<file path="config.mk">
export PLATFORM = sky130hd
export DESIGN_NAME = syndrome_byte_packer
export DESIGN_NICKNAME = d
export VERILOG_FILES = /design/src/rtl/syndrome_byte_packer_pkg.sv /design/src/rtl/syndrome_byte_packer_round_fifo.sv /design/src/rtl/syndrome_byte_packer.sv
export SDC_FILE = /design/constraint.sdc
export NUM_CORES = 1
export LEC_CHECK = 0
export ABC_AREA = 1
export CORE_AREA = 2 2 92 59
export CTS_CLUSTER_DIAMETER = 50
export DETAILED_ROUTE_END_ITERATION = 8
export DIE_AREA = 0 0 94 61
export PLACE_DENSITY = 0.93
export SETUP_SLACK_MARGIN = 0.4
export SYNTH_ARGS = -nofsm -noshare
export SYNTH_HDL_FRONTEND = slang
export SYNTH_SLANG_ARGS = --single-unit
</file>
<file path="constraint.sdc">
create_clock -name i_clk -period 3.08 [get_ports i_clk]
set_clock_uncertainty 0.05 [all_clocks]
set_input_delay 0.308 -clock i_clk [delete_from_list [all_inputs] [get_ports i_clk]]
set_output_delay 0.308 -clock i_clk [all_outputs]
set_load 0.005 [all_outputs]
</file>
<file path="src/rtl/syndrome_byte_packer_pkg.sv">
// Shared definitions for the syndrome byte packer: packer state encoding,
// default frame header and the round-to-byte sizing helpers.
package syndrome_byte_packer_pkg;

    typedef enum logic [1:0] {
        ST_IDLE   = 2'd0,
        ST_HEADER = 2'd1,
        ST_DATA   = 2'd2
    } packer_state_t;

    localparam logic [7:0] HEADER_BYTE_DEFAULT = 8'h01;

    function automatic int bytes_per_round(input int pu_count);
        return (pu_count + 7) / 8;
    endfunction

    // Counter width that stays at least one bit wide for single-entry ranges.
    function automatic int cnt_width(input int n);
        return (n > 1) ? $clog2(n) : 1;
    endfunction

endpackage

</file>
<file path="src/rtl/syndrome_byte_packer_round_fifo.sv">
// Single-clock round FIFO. Besides the usual flags it exposes the head and
// emptiness as they will be after the current edge, so the packer can
// register its next output byte without a bubble.
module syndrome_byte_packer_round_fifo #(
    parameter int WIDTH      = 4,
    parameter int DEPTH_LOG2 = 2
) (
    input  logic             i_clk,
    input  logic             i_rst_n,
    input  logic             i_push,
    input  logic [WIDTH-1:0] i_data,
    input  logic             i_pop,
    output logic             o_full,
    output logic             o_empty,
    output logic             o_empty_nxt,
    output logic [WIDTH-1:0] o_head_nxt
);

    localparam int DEPTH = 1 << DEPTH_LOG2;

    logic [WIDTH-1:0]      r_mem [DEPTH];
    logic [DEPTH_LOG2-1:0] r_wr_ptr;
    logic [DEPTH_LOG2-1:0] r_rd_ptr;
    logic [DEPTH_LOG2:0]   r_count;

    logic                  w_push;
    logic                  w_pop;
    logic [DEPTH_LOG2-1:0] w_rd_ptr_inc;
    logic [DEPTH_LOG2:0]   w_count_nxt;

    assign o_full       = (r_count == (DEPTH_LOG2 + 1)'(DEPTH));
    assign o_empty      = (r_count == '0);
    assign w_push       = i_push && !o_full;
    assign w_pop        = i_pop && !o_empty;
    assign w_rd_ptr_inc = r_rd_ptr + 1'b1;

    always_comb begin
        w_count_nxt = r_count;
        if (w_push && !w_pop) begin
            w_count_nxt = r_count + 1'b1;
        end else if (!w_push && w_pop) begin
            w_count_nxt = r_count - 1'b1;
        end
    end

    assign o_empty_nxt = (w_count_nxt == '0);

    // When the entry that becomes head is the one being pushed, forward it.
    always_comb begin
        o_head_nxt = r_mem[r_rd_ptr];
        if (w_pop) begin
            if (r_count > (DEPTH_LOG2 + 1)'(1)) begin
                o_head_nxt = r_mem[w_rd_ptr_inc];
            end else begin
                o_head_nxt = i_data;
            end
        end else if (o_empty) begin
            o_head_nxt = i_data;
        end
    end

    always_ff @(posedge i_clk) begin
        if (w_push) begin
            r_mem[r_wr_ptr] <= i_data;
        end
    end

    always_ff @(posedge i_clk or negedge i_rst_n) begin
        if (!i_rst_n) begin
            r_wr_ptr <= '0;
            r_rd_ptr <= '0;
            r_count  <= '0;
        end else begin
            if (w_push) begin
                r_wr_ptr <= r_wr_ptr + 1'b1;
            end
            if (w_pop) begin
                r_rd_ptr <= w_rd_ptr_inc;
            end
            r_count <= w_count_nxt;
        end
    end

endmodule

</file>
<file path="src/rtl/syndrome_byte_packer.sv">
// Buffers measurement rounds and serialises each frame of GRID_WIDTH_U rounds
// into a header byte followed by the zero-padded round bytes.
module syndrome_byte_packer
    import syndrome_byte_packer_pkg::*;
#(
    parameter int         GRID_WIDTH_X    = 4,
    parameter int         GRID_WIDTH_Z    = 1,
    parameter int         GRID_WIDTH_U    = 3,
    parameter int         FIFO_DEPTH_LOG2 = 2,
    parameter logic [7:0] HEADER_BYTE     = HEADER_BYTE_DEFAULT
) (
    input  logic                                 i_clk,
    input  logic                                 i_rst_n,
    input  logic [GRID_WIDTH_X*GRID_WIDTH_Z-1:0] i_round_data,
    input  logic                                 i_round_valid,
    output logic                                 o_round_ready,
    output logic [7:0]                           o_output_data,
    output logic                                 o_output_valid,
    input  logic                                 i_output_ready,
    output logic [15:0]                          o_frame_count,
    output logic                                 o_busy,
    output packer_state_t                        o_state
);

    localparam int PU_COUNT_PER_ROUND = GRID_WIDTH_X * GRID_WIDTH_Z;
    localparam int BYTES_PER_ROUND    = bytes_per_round(PU_COUNT_PER_ROUND);
    localparam int BYTE_W             = cnt_width(BYTES_PER_ROUND);
    localparam int ROUND_W            = cnt_width(GRID_WIDTH_U);
    localparam logic [BYTE_W-1:0]  LAST_BYTE  = BYTE_W'(BYTES_PER_ROUND - 1);
    localparam logic [ROUND_W-1:0] LAST_ROUND = ROUND_W'(GRID_WIDTH_U - 1);

    packer_state_t                 r_state;
    logic [ROUND_W-1:0]            r_round;
    logic [BYTE_W-1:0]             r_byte;
    logic [7:0]                    r_data;
    logic                          r_valid;
    logic [15:0]                   r_frame_count;
    logic                          r_ready_en;

    logic                          w_push;
    logic                          w_pop;
    logic                          w_full;
    logic                          w_empty;
    logic                          w_empty_nxt;
    logic [PU_COUNT_PER_ROUND-1:0] w_head_nxt;
    logic [8*BYTES_PER_ROUND-1:0]  w_head_pad;
    logic [7:0]                    w_sel_byte;
    logic [BYTE_W-1:0]             w_byte_nxt;
    logic                          w_accept;
    logic                          w_last_byte;
    logic                          w_last_round;

    // Ready is held low until the first clock after reset is released.
    assign o_round_ready = r_ready_en && !w_full;
    assign w_push        = i_round_valid && o_round_ready;
    assign w_accept      = r_valid && i_output_ready;
    assign w_last_byte   = (r_byte == LAST_BYTE);
    assign w_last_round  = (r_round == LAST_ROUND);
    assign w_pop         = (r_state == ST_DATA) && w_accept && w_last_byte;

    syndrome_byte_packer_round_fifo #(
        .WIDTH      (PU_COUNT_PER_ROUND),
        .DEPTH_LOG2 (FIFO_DEPTH_LOG2)
    ) u_round_fifo (
        .i_clk       (i_clk),
        .i_rst_n     (i_rst_n),
        .i_push      (w_push),
        .i_data      (i_round_data),
        .i_pop       (w_pop),
        .o_full      (w_full),
        .o_empty     (w_empty),
        .o_empty_nxt (w_empty_nxt),
        .o_head_nxt  (w_head_nxt)
    );

    always_comb begin
        w_byte_nxt = r_byte;
        if (r_state == ST_HEADER) begin
            w_byte_nxt = '0;
        end else if ((r_state == ST_DATA) && w_accept) begin
            w_byte_nxt = w_last_byte ? '0 : r_byte + 1'b1;
        end
    end

    always_comb begin
        w_head_pad = '0;
        w_head_pad[PU_COUNT_PER_ROUND-1:0] = w_head_nxt;
    end

    always_comb begin
        w_sel_byte = '0;
        for (int b = 0; b < BYTES_PER_ROUND; b++) begin
            if (w_byte_nxt == BYTE_W'(b)) begin
                w_sel_byte = w_head_pad[8*b +: 8];
            end
        end
    end

    // Output register reloads only when empty or just accepted, so a stalled
    // byte never changes or retracts.
    always_ff @(posedge i_clk or negedge i_rst_n) begin
        if (!i_rst_n) begin
            r_state       <= ST_IDLE;
            r_round       <= '0;
            r_byte        <= '0;
            r_data        <= '0;
            r_valid       <= 1'b0;
            r_frame_count <= '0;
            r_ready_en    <= 1'b0;
        end else begin
            r_ready_en <= 1'b1;
            case (r_state)
                ST_IDLE: begin
                    r_valid <= 1'b0;
                    r_round <= '0;
                    r_byte  <= '0;
                    if (!w_empty) begin
                        r_state <= ST_HEADER;
                        r_data  <= HEADER_BYTE;
                        r_valid <= 1'b1;
                    end
                end
                ST_HEADER: begin
                    if (w_accept) begin
                        r_state <= ST_DATA;
                        r_round <= '0;
                        r_byte  <= '0;
                        r_valid <= !w_empty_nxt;
                        r_data  <= w_sel_byte;
                    end
                end
                ST_DATA: begin
                    if (w_accept && w_last_byte && w_last_round) begin
                        r_state       <= ST_IDLE;
                        r_round       <= '0;
                        r_byte        <= '0;
                        r_valid       <= 1'b0;
                        r_data        <= '0;
                        r_frame_count <= r_frame_count + 16'd1;
                    end else if (w_accept || !r_valid) begin
                        r_byte  <= w_byte_nxt;
                        r_valid <= !w_empty_nxt;
                        r_data  <= w_sel_byte;
                        if (w_accept && w_last_byte) begin
                            r_round <= r_round + 1'b1;
                        end
                    end
                end
                default: begin
                    r_state <= ST_IDLE;
                    r_valid <= 1'b0;
                end
            endcase
        end
    end

    assign o_output_data  = r_data;
    assign o_output_valid = r_valid;
    assign o_frame_count  = r_frame_count;
    assign o_busy         = !w_empty || (r_state != ST_IDLE);
    assign o_state        = r_state;

endmodule

</file>
After elaboration in Yosys (flattened, before gate mapping)
Memory sizes are Yosys's and may differ from the RTL's.
Cells that the tools add are included.
Widths: inputs -> output; s select.
- register bits: 38
- bits in writable memories: 16
- input bits: 8
- output and inout port bits: 29
- word-level logic and storage cells: 93
- memories: 1
- memories (name ; words ; bits a word ; rd ports ; clocked after memory_dff ; wr ports ; line ; RTL):
    u_round_fifo.r_mem ; 4 ; 4 ; 2 ; 0 ; 1 ; syndrome_byte_packer_round_fifo.sv:21 ; logic [WIDTH-1:0] r_mem [DEPTH];
- add/sub/neg operators: 7
- order comparisons: 1
- equal/unequal tests: 9
- mux-type cells: 34
- bitwise operators: 1
- reductions and logical operators: 30
- operators by type and width (kind ; count):
    $mux 8 ; 4
    $pmux 8 s3 ; 1
    $add 16x1->16 const B ; 1
    $mux 4 ; 4
    $mux 2 ; 7
    $mux 1 ; 12
    $pmux 2 s3 ; 2
    $logic_and 1x1->1 ; 11
    $reduce_and 4->1 ; 2
    $add 2x1->2 const B ; 3
    $logic_not 1->1 ; 6
    $logic_not 3->1 ; 2
    $mux 3 ; 2
    $ne 3x1->1 const B ; 2
    $pmux 1 s3 ; 2
    $reduce_and 3->1 ; 2
    $eq 2x2->1 const B ; 2
    $ne 2x2->1 const B ; 2
    $reduce_and 2->1 ; 2
    $add 3x1->3 const B ; 1
    $eq 3x3->1 const B ; 1
    $gt 3x1->1 const B ; 1
    $reduce_bool 3->1 ; 1
    $sub 3x1->3 const B ; 1
    7 further kinds ; 8

Longest topological paths before layout
Gate-level depths: netlist (run 1).
- word-level depth: 14
- depth in mapped cells: 16
- gate-level depth less buffers: 16

By module
A second synthesis (run 1) with hierarchy kept.
- cell total of the unflattened synthesis: 391
- area, all modules: 3084.2 um^2
- modules (own cells, without submodules) (module ; instances ; cells each ; area each (um^2) ; seq. area each (um^2)):
    syndrome_byte_packer ; 1 ; 221 ; 1652.8 ; 675.6
    syndrome_byte_packer_round_fifo ; 1 ; 170 ; 1431.4 ; 655.6

Worst setup path after synthesis (run 1)
No wires, ideal clock.
- path kind: flip-flop to flip-flop
- from: register u_round_fifo.r_count[0]
- to: register r_valid, in the netlist o_output_valid
- library setup time: 116 ps
- arrival time: 1591 ps
- data required time: 2914 ps
- setup slack: 1323 ps
- stages on the path, launching flop included: 15
- path buffers: 0
- period minus slack after synthesis: 1757 ps
- cells stage by stage: dfrtp_1 > inv_1 > ha_1 > nand2_1 > nand2_1 > nor2_1 > o21ai_2 > nand3_1 > nand2_1 > nor2_1 > nand2_1 > nand2_1 > nand2_1 > nand2_1 > nand2_1
- longest elaborated chain between the ends: 14
- elaborated cells on any way between the ends: 23
- classes of those cells: 2 x add/sub; 1 x eq/ne; 7 x mux; 13 x reduce/logical
- ends and longest elaborated chain (item ; line ; RTL):
    start, declared ; syndrome_byte_packer_round_fifo.sv:24 ; logic [DEPTH_LOG2:0] r_count;
    start signal, assigned ; syndrome_byte_packer_round_fifo.sv:80 ; r_count <= w_count_nxt;
    $eq 3x3->1 ; syndrome_byte_packer_round_fifo.sv:31 ; assign o_full = (r_count == (DEPTH_LOG2 + 1)'(DEPTH));
    $logic_not 1->1 ; syndrome_byte_packer_round_fifo.sv:33, syndrome_byte_packer.sv:54 ;
    $logic_and 1x1->1 ; syndrome_byte_packer.sv:54 ; assign o_round_ready = r_ready_en && !w_full;
    $logic_and 1x1->1 ; syndrome_byte_packer.sv:55 ; assign w_push = i_round_valid && o_round_ready;
    $logic_and 1x1->1 ; syndrome_byte_packer_round_fifo.sv:33 ; assign w_push = i_push && !o_full;
    $logic_not 1->1 ; syndrome_byte_packer_round_fifo.sv:41 ; end else if (!w_push && w_pop) begin
    $logic_and 1x1->1 ; syndrome_byte_packer_round_fifo.sv:41 ;
    $mux 3 ; syndrome_byte_packer_round_fifo.sv:41 ;
    $mux 3 * ; syndrome_byte_packer_round_fifo.sv:39 ; if (w_push && !w_pop) begin
    named net u_round_fifo.w_count_nxt[0] ; syndrome_byte_packer_round_fifo.sv:29 ; logic [DEPTH_LOG2:0] w_count_nxt;
    $logic_not 3->1 * ; syndrome_byte_packer_round_fifo.sv:46 ; assign o_empty_nxt = (w_count_nxt == '0);
    $logic_not 1->1 * ; syndrome_byte_packer.sv:128, syndrome_byte_packer.sv:142 ;
    $mux 1 ; syndrome_byte_packer.sv:140 ; end else if (w_accept || !r_valid) begin
    $mux 1 ; syndrome_byte_packer.sv:133 ; if (w_accept && w_last_byte && w_last_round) begin
    $pmux 1 s3 * ; syndrome_byte_packer.sv:112 ; case (r_state)
    end signal, assigned ; syndrome_byte_packer.sv:128 ; r_valid <= !w_empty_nxt;
    end signal, assigned ; syndrome_byte_packer.sv:142 ; r_valid <= !w_empty_nxt;
    end, declared ; syndrome_byte_packer.sv:36 ; logic r_valid;
The timed path passes the listed nets; every way through them passes the cells marked *. The select of a mux whose other input is x is not followed.
A chain may end at the register's enable or synchronous reset.

Final worst setup path (run 1)
- from: register u_round_fifo.r_count[0]
- to: output port o_busy
- longest elaborated chain between the ends: 3
- ends and longest elaborated chain (item ; line ; RTL):
    $logic_not 3->1 ; syndrome_byte_packer_round_fifo.sv:32 ; assign o_empty = (r_count == '0);
    $logic_not 1->1 ; syndrome_byte_packer.sv:160 ; assign o_busy = !w_empty || (r_state != ST_IDLE);
    $logic_or 1x1->1 ; syndrome_byte_packer.sv:160 ;
    end, declared ; syndrome_byte_packer.sv:21 ; output logic o_busy,
No other way between the ends.

==> flow_summary_export.csv, run 1 <==
group,metric,value,unit
setup_path,critPathMaxStageDelay,0.54,ns
setup_path,cp-start-kind,"register",
final_layout,syn2layout_area_growth,16.3,%
grt,grt_max_degree,35,
die,dieHeight,61,um
detailed_routing,met1_length,2.83,mm
die,die_area,0.00573,sq mm
synth,synth_cell_types,40,
timing,fin_hold_ws,0.340,ns
timing,setup_tns,0,ns
synth,syn_area,0.00276,sq mm
detailed_routing,wl_met2,2.58,mm
final_layout,n_fill_cell,380,
grt,overflow,0,
place,dp_hpwl,4.47,mm
final_layout,stdcell_count,413,
timing,setup_viol,0,
final_layout,layout-drive-gt1-share,8.65,%
detailed_routing,dr.pass1.iters,5,
timing,slew_violations,0,
detailed_routing,wl_met3,425,um
clock_tree,holdBufCountCts,0,
grt,antenna_found_initial,0,
final_layout,finalInstanceArea,0.00321,sq mm
die,start_util,56.6,%
setup_path,r2r_setup_slack,0.83,ns
synth,synth_ff_type,"dfrtp_1",
clock_tree,htree_num_levels,2,
detailed_routing,via_count,2232,
power,power_density,747,mW/mm^2
die,rows,20,
clock_tree,clkTransAtPathRegs,0.09,ns
synth,syn_area_per_cell,8.91,sq um
detailed_routing,vias_per_cell,5.40,
synth,synth-seq-cells,50,
synth,synth_edf_count,16,
synth,async_flop_share,68.0,%
detailed_routing,wire_per_inst,14.4,um
detailed_routing,drt_iter0_markers,284,
clock_tree,clock_sinks,50,
place,place_inst,405,
grt,grtUsageTotal,22.7,%
place,place_area,0.00313,sq mm
power,total_power,2.40,mW
timing,period_minus_slack,2.49,ns
detailed_routing,highest_layer,"met4",
place,gp_congestion,0.879,
timing,layout_setup_ws,0.593,ns
place,port_buffers,32,
clock_tree,clockRootBuffer,"clkbuf_8",
clock_tree,cts_buffer_depth,2,
power,vdd_drop_max,365,uV
place,post-place-ws,0.838,ns
min_path,hp-class,"primary input to async pin",
setup_path,worst-setup-path-type,"register to output port",
synth,synth_seq_area_share,48.2,%
grt,grt_pass1_vias,2036,
final_layout,final_core_util,65.8,%
clock_tree,cts_tree,"done",
detailed_routing,route.detailed.drc,0,
die,core_area,0.00488,sq mm
clock_tree,numCtsBuffers,5,
setup_path,r2r_start,"o_state[0]",
synth,yosysWarnings,0,
setup_path,cp_max_fo,7,
setup_path,worstPathArrival,2.13,ns
setup_path,r2r_cells,13,
timing,rsz0062_at_grt,"no",
timing,hold_viol,0,
detailed_routing,drt_wl_total,5.96,mm
clock_tree,cts_setup_buffers,0,
flow_run,drv_cap,0,
power,leakage,1.53,nW
setup_path,crit_chain,"inv_1 -> ha_1 -> nand2_2 -> inv_1 -> nand2_1 -> clkdlybuf4s50_1",
die,boundaryPins,37,
synth,synthCells,310,
clock_tree,cts_resized,0,
die,die_w,94,um
setup_path,end_kind,"output port",
setup_path,crit_required,2.72,ns
setup_path,r2r-end,"o_output_valid",
timing,fin_crit_sh,80.7,%
timing,timing.fmax,402,MHz
setup_path,crit_slowest_cell,"clkdlybuf4s50_1",
detailed_routing,ant_nets,0,
final_layout,nets,368,
clock_tree,clk_latency,0.31,ns
run_status,status,"completed",
setup_path,cpMostUsedCell,"inv_1",
final_layout,diodes,0,
grt,grt_pass1_wl,9.71,mm
-- layout make-up --
type,count,area (sq um),area share [%]
clock buffers,5,68.8,2.14
multi-input cells,214,1230,38.4
clock inverters,3,11.3,0.350
flip-flops and latches,50,1330,41.4
repair buffers,33,328,10.2
well taps,66,82.6,2.57
inverters,42,158,4.91
-- worst max-delay path by stage --
stage	endpoint	cells after the start	start	slack, ns
2_1_floorplan	o_output_valid	14	u_round_fifo.r_count[0]	1.32
3_3_place_gp	o_output_valid	12	i_output_ready	0.99
6_report	o_busy	6	u_round_fifo.r_count[0]	0.59
4_1_cts	o_busy	6	u_round_fifo.r_count[0]	0.63
3_5_place_dp	o_output_valid	12	i_output_ready	0.84
5_1_grt	o_busy	6	u_round_fifo.r_count[0]	0.52
-- worst max-delay path, delay by kind of cell, from the launching register on --
kind	cells	cell delay [ns]
buffers and inverters	3	0.78
and+or+nand+nor	2	0.35
adders and majority gates	1	0.24
DFF	1	0.45
-- metal layers --
layer	up-vias	global-route usage (%)
met5	-	0
met4	0	8.49
met3	19	4.97
met2	109	34.3
met1	1037	32.7
li1	1067	-
-- synth_stat cells (2+ instances only) --
cell type,instances,area (sq um)
a21oi_1,9,45.0
buf_4,4,30.0
conb_1,2,7.51
dfrtp_1,34,851
edfxtp_1,16,480
ha_1,14,175
inv_1,39,146
inv_2,3,11.3
nand2_1,67,251
nand2_2,3,18.8
nand3_1,14,70.1
nand4_1,4,25.0
nor2_1,28,105
nor2_2,3,18.8
nor2_4,2,22.5
nor3_2,3,30.0
o211ai_1,4,30.0
o21a_1,2,15.0
o21ai_0,19,95.1
o22ai_1,4,25.0
or2_2,5,31.3
xnor2_1,5,43.8
xor2_1,9,78.8
-- layout by cell type (no fill, tap or decap), types with 2 or more instances in the layout --
cell and n:
xor2_1 9, o21ai_0 19, nand2_2 3, xnor2_1 5
ha_1 14, nand4_1 4, a21oi_1 9, clkinv_1 3
clkdlybuf4s50_1 32, nor2_2 3, nor3_2 3, o22ai_1 4
or2_2 5, conb_1 5, inv_1 39, edfxtp_1 16
clkbuf_8 5, inv_2 3, nor2_1 28, dfrtp_1 34
nand3_1 14, nor2_4 2, o211ai_1 4, nand2_1 67
o21a_1 2
-- logic make-up after synthesis --
kind of cell               count (synthesis)  share of synthesized area, %
xor gates and xnor gates                  14                          4.44
and+or+nand+nor                          136                          23.7
AOI/OAI and AO/OA                         45                          9.51
other                                      2                         0.272
DFF                                       50                          48.2
buffers and inverters                     49                          7.56
adders and majority gates                 14                          6.34
-- power breakdown --
| part | internal (mW) | switching [mW] |
|---|---|---|
| Sequential | 0.813 | 0.138 |
| Clock | 0.152 | 0.215 |
| Combinational | 0.417 | 0.665 |
| Total | 1.38 | 1.02 |
-- registers in the layout (all words and copies together) (netlist names) --
register,count
o_state,2
o_frame_count,16
u_round_fifo.r_rd_ptr,2
u_round_fifo.r_count,3
o_output_data,4
r_round,2
r_byte,1
o_output_valid,1
u_round_fifo.r_mem,16
r_ready_en,1
u_round_fifo.r_wr_ptr,2
Note: power is estimated with default switching activity, not from simulation.
==> inputs of run 2 (changes only) <==
--- a/config.mk
+++ b/config.mk
@@ -6,11 +6,11 @@
 export NUM_CORES = 1
 export LEC_CHECK = 0
 export ABC_AREA = 1
-export CORE_AREA = 2 2 92 59
+export CORE_AREA = 2 2 95 60
 export CTS_CLUSTER_DIAMETER = 50
 export DETAILED_ROUTE_END_ITERATION = 8
-export DIE_AREA = 0 0 94 61
-export PLACE_DENSITY = 0.93
+export DIE_AREA = 0 0 97 62
+export PLACE_DENSITY = 0.9
 export SETUP_SLACK_MARGIN = 0.4
 export SYNTH_ARGS = -nofsm -noshare
 export SYNTH_HDL_FRONTEND = slang
==> constraint.sdc (replaced) <==
create_clock -name i_clk -period 2.44 [get_ports i_clk]
set_clock_uncertainty 0.05 [all_clocks]
set_input_delay 0.244 -clock i_clk [delete_from_list [all_inputs] [get_ports i_clk]]
set_output_delay 0.244 -clock i_clk [all_outputs]
set_load 0.005 [all_outputs]
==> flow_summary_export.csv, run 2 (synthesis gave the netlist of run 1 again) <==
group,metric,value,unit
setup_path,critPathMaxStageDelay,0.50,ns
die,die_w,97,um
detailed_routing,drt_iter0_markers,179,
min_path,hp-class,"primary input to async pin",
run_status,status,"completed",
power,total_power,3.25,mW
grt,met2_usage,32.8,%
grt,grt_pass1_vias,2071,
final_layout,nets,376,
clock_tree,clockRootBuffer,"clkbuf_8",
clock_tree,clock_sinks,50,
power,power_density,969,mW/mm^2
clock_tree,htree_num_levels,2,
grt,grtUsageTotal,20.6,%
detailed_routing,dr.pass1.iters,4,
final_layout,layout_common_cells,"63 x nand2_1, 35 x inv_1, 33 x dfrtp_1, 31 x clkdlybuf4s50_1, 27 x nor2_1",
clock_tree,cts_tree,"done",
setup_path,crit_family,"buffers and inverters",
timing,fin_crit_sh,80.1,%
die,core_area,0.00528,sq mm
clock_tree,clk_latency,0.31,ns
die,rows,21,
place,post-place-ws,0.307,ns
power,vdd_drop_max,363,uV
detailed_routing,drt_wl_total,6.20,mm
final_layout,n_fill_cell,417,
die,start_util,52.3,%
setup_path,worst-setup-path-type,"register to output port",
timing,setup_viol,0,
final_layout,seq_area,0.00133,sq mm
setup_path,end_kind,"output port",
detailed_routing,via_count,2261,
final_layout,layout_commonest_cell,"nand2_1",
setup_path,r2r_cells,13,
grt,met1_usage,28.6,%
detailed_routing,wire_per_inst,14.6,um
setup_path,crit_cells,6,
clock_tree,numCtsBuffers,5,
grt,grt_busiest_layer,"met2",
timing,period_minus_slack,1.95,ns
setup_path,worstPathArrival,1.66,ns
final_layout,layout-drive-gt1-share,14.9,%
setup_path,cp_max_fo,3,
clock_tree,clkTransAtPathRegs,0.09,ns
die,die_area,0.00601,sq mm
die,dieHeight,62,um
setup_path,crit_chain,"inv_2 -> ha_4 -> nand2_1 -> nand2_1 -> inv_1 -> clkdlybuf4s50_1",
final_layout,diodes,0,
timing,rsz0062_at_grt,"yes",
clock_tree,holdBufCountCts,0,
grt,antenna_found_initial,0,
timing,slew_violations,0,
grt,overflow,0,
place,gp_congestion,0.895,
grt,grt_pass1_wl,9.66,mm
setup_path,cp-start-kind,"register",
detailed_routing,ant_nets,0,
grt,grt_max_degree,35,
clock_tree,cts_buffer_depth,2,
timing,timing.fmax,512,MHz
place,place_inst,408,
place,dp_hpwl,4.50,mm
final_layout,syn2layout_area_growth,21.5,%
power,leakage,1.58,nW
final_layout,multi_input_area,0.00128,sq mm
place,port_buffers,32,
setup_path,cpMostUsedCell,"nand2_1",
flow_run,drv_cap,0,
detailed_routing,route.detailed.drc,0,
setup_path,crit_slowest_cell,"clkdlybuf4s50_1",
final_layout,stdcell_count,424,
detailed_routing,vias_per_cell,5.33,
setup_path,crit_required,2.15,ns
timing,hold_viol,0,
grt,grt.met3_usage,4.81,%
timing,setup_tns,0,ns
setup_path,crit_buf_inv,3,
timing,layout_setup_ws,0.486,ns
final_layout,final_core_util,63.5,%
die,boundaryPins,37,
run 2: cell types whose count changed in the layout (fill, tap and decap cells not counted), moves of 3 or more:
cell | previous run | this run
nand2_1 | 67 | 63
inv_2 | 3 | 7
buf_4 | 1 | 9
clkinv_1 | 3 | 0
ha_1 | 14 | 11
inv_1 | 39 | 35
nand2_2 | 3 | 6
run 2: metrics by stage:
stage,hold slack [ns],area (sq um)
final,0.281,3360
after global routing,0.346,3360
after CTS,0.297,3310
after detailed placement,0.415,3140
after global placement,0.414,3140
after floorplan,-0.102,2770
run 2: worst paths after layout:
kind                       slack [ns]                       to                    start
min reg2reg                      0.43        o_frame_count[15]        o_frame_count[15]
max in group asynchronous        1.73  u_round_fifo.r_count[0]                  i_rst_n
min                              0.28               o_state[0]                  i_rst_n
min in group i_clk               0.43        o_frame_count[15]        o_frame_count[15]
max reg2reg                      0.52           o_output_valid               o_state[0]
max                              0.49            o_round_ready  u_round_fifo.r_count[1]
run 2: layer usage:
metal / routed length [um] / vias to the layer above
met5: 0 / -
met4: 102 / 0
met3: 362 / 11
met2: 2810 / 79
met1: 2930 / 1082
li1: - / 1089
run 2: cell type report:
class | instances | share of cell area [%]
Multi-Input combinational cell | 214 | 38.3
Clock buffer | 8 | 3.13
Timing Repair Buffer | 41 | 11.6
Inverter | 42 | 4.70
Tap cell | 69 | 2.57
Sequential cell | 50 | 39.7
run 2: power by group:
part           switching (mW)  leakage [nW]  internal, mW
Clock                   0.267        0.0541         0.277
Sequential              0.162         0.577          1.03
Combinational           0.905         0.950         0.614
run 2: what timing repair did:
action	4_1_cts	5_1_grt
endpoints found under the setup margin	4	5
pin swaps	2	0
setup buffers	7	1
gates resized for setup	5	13
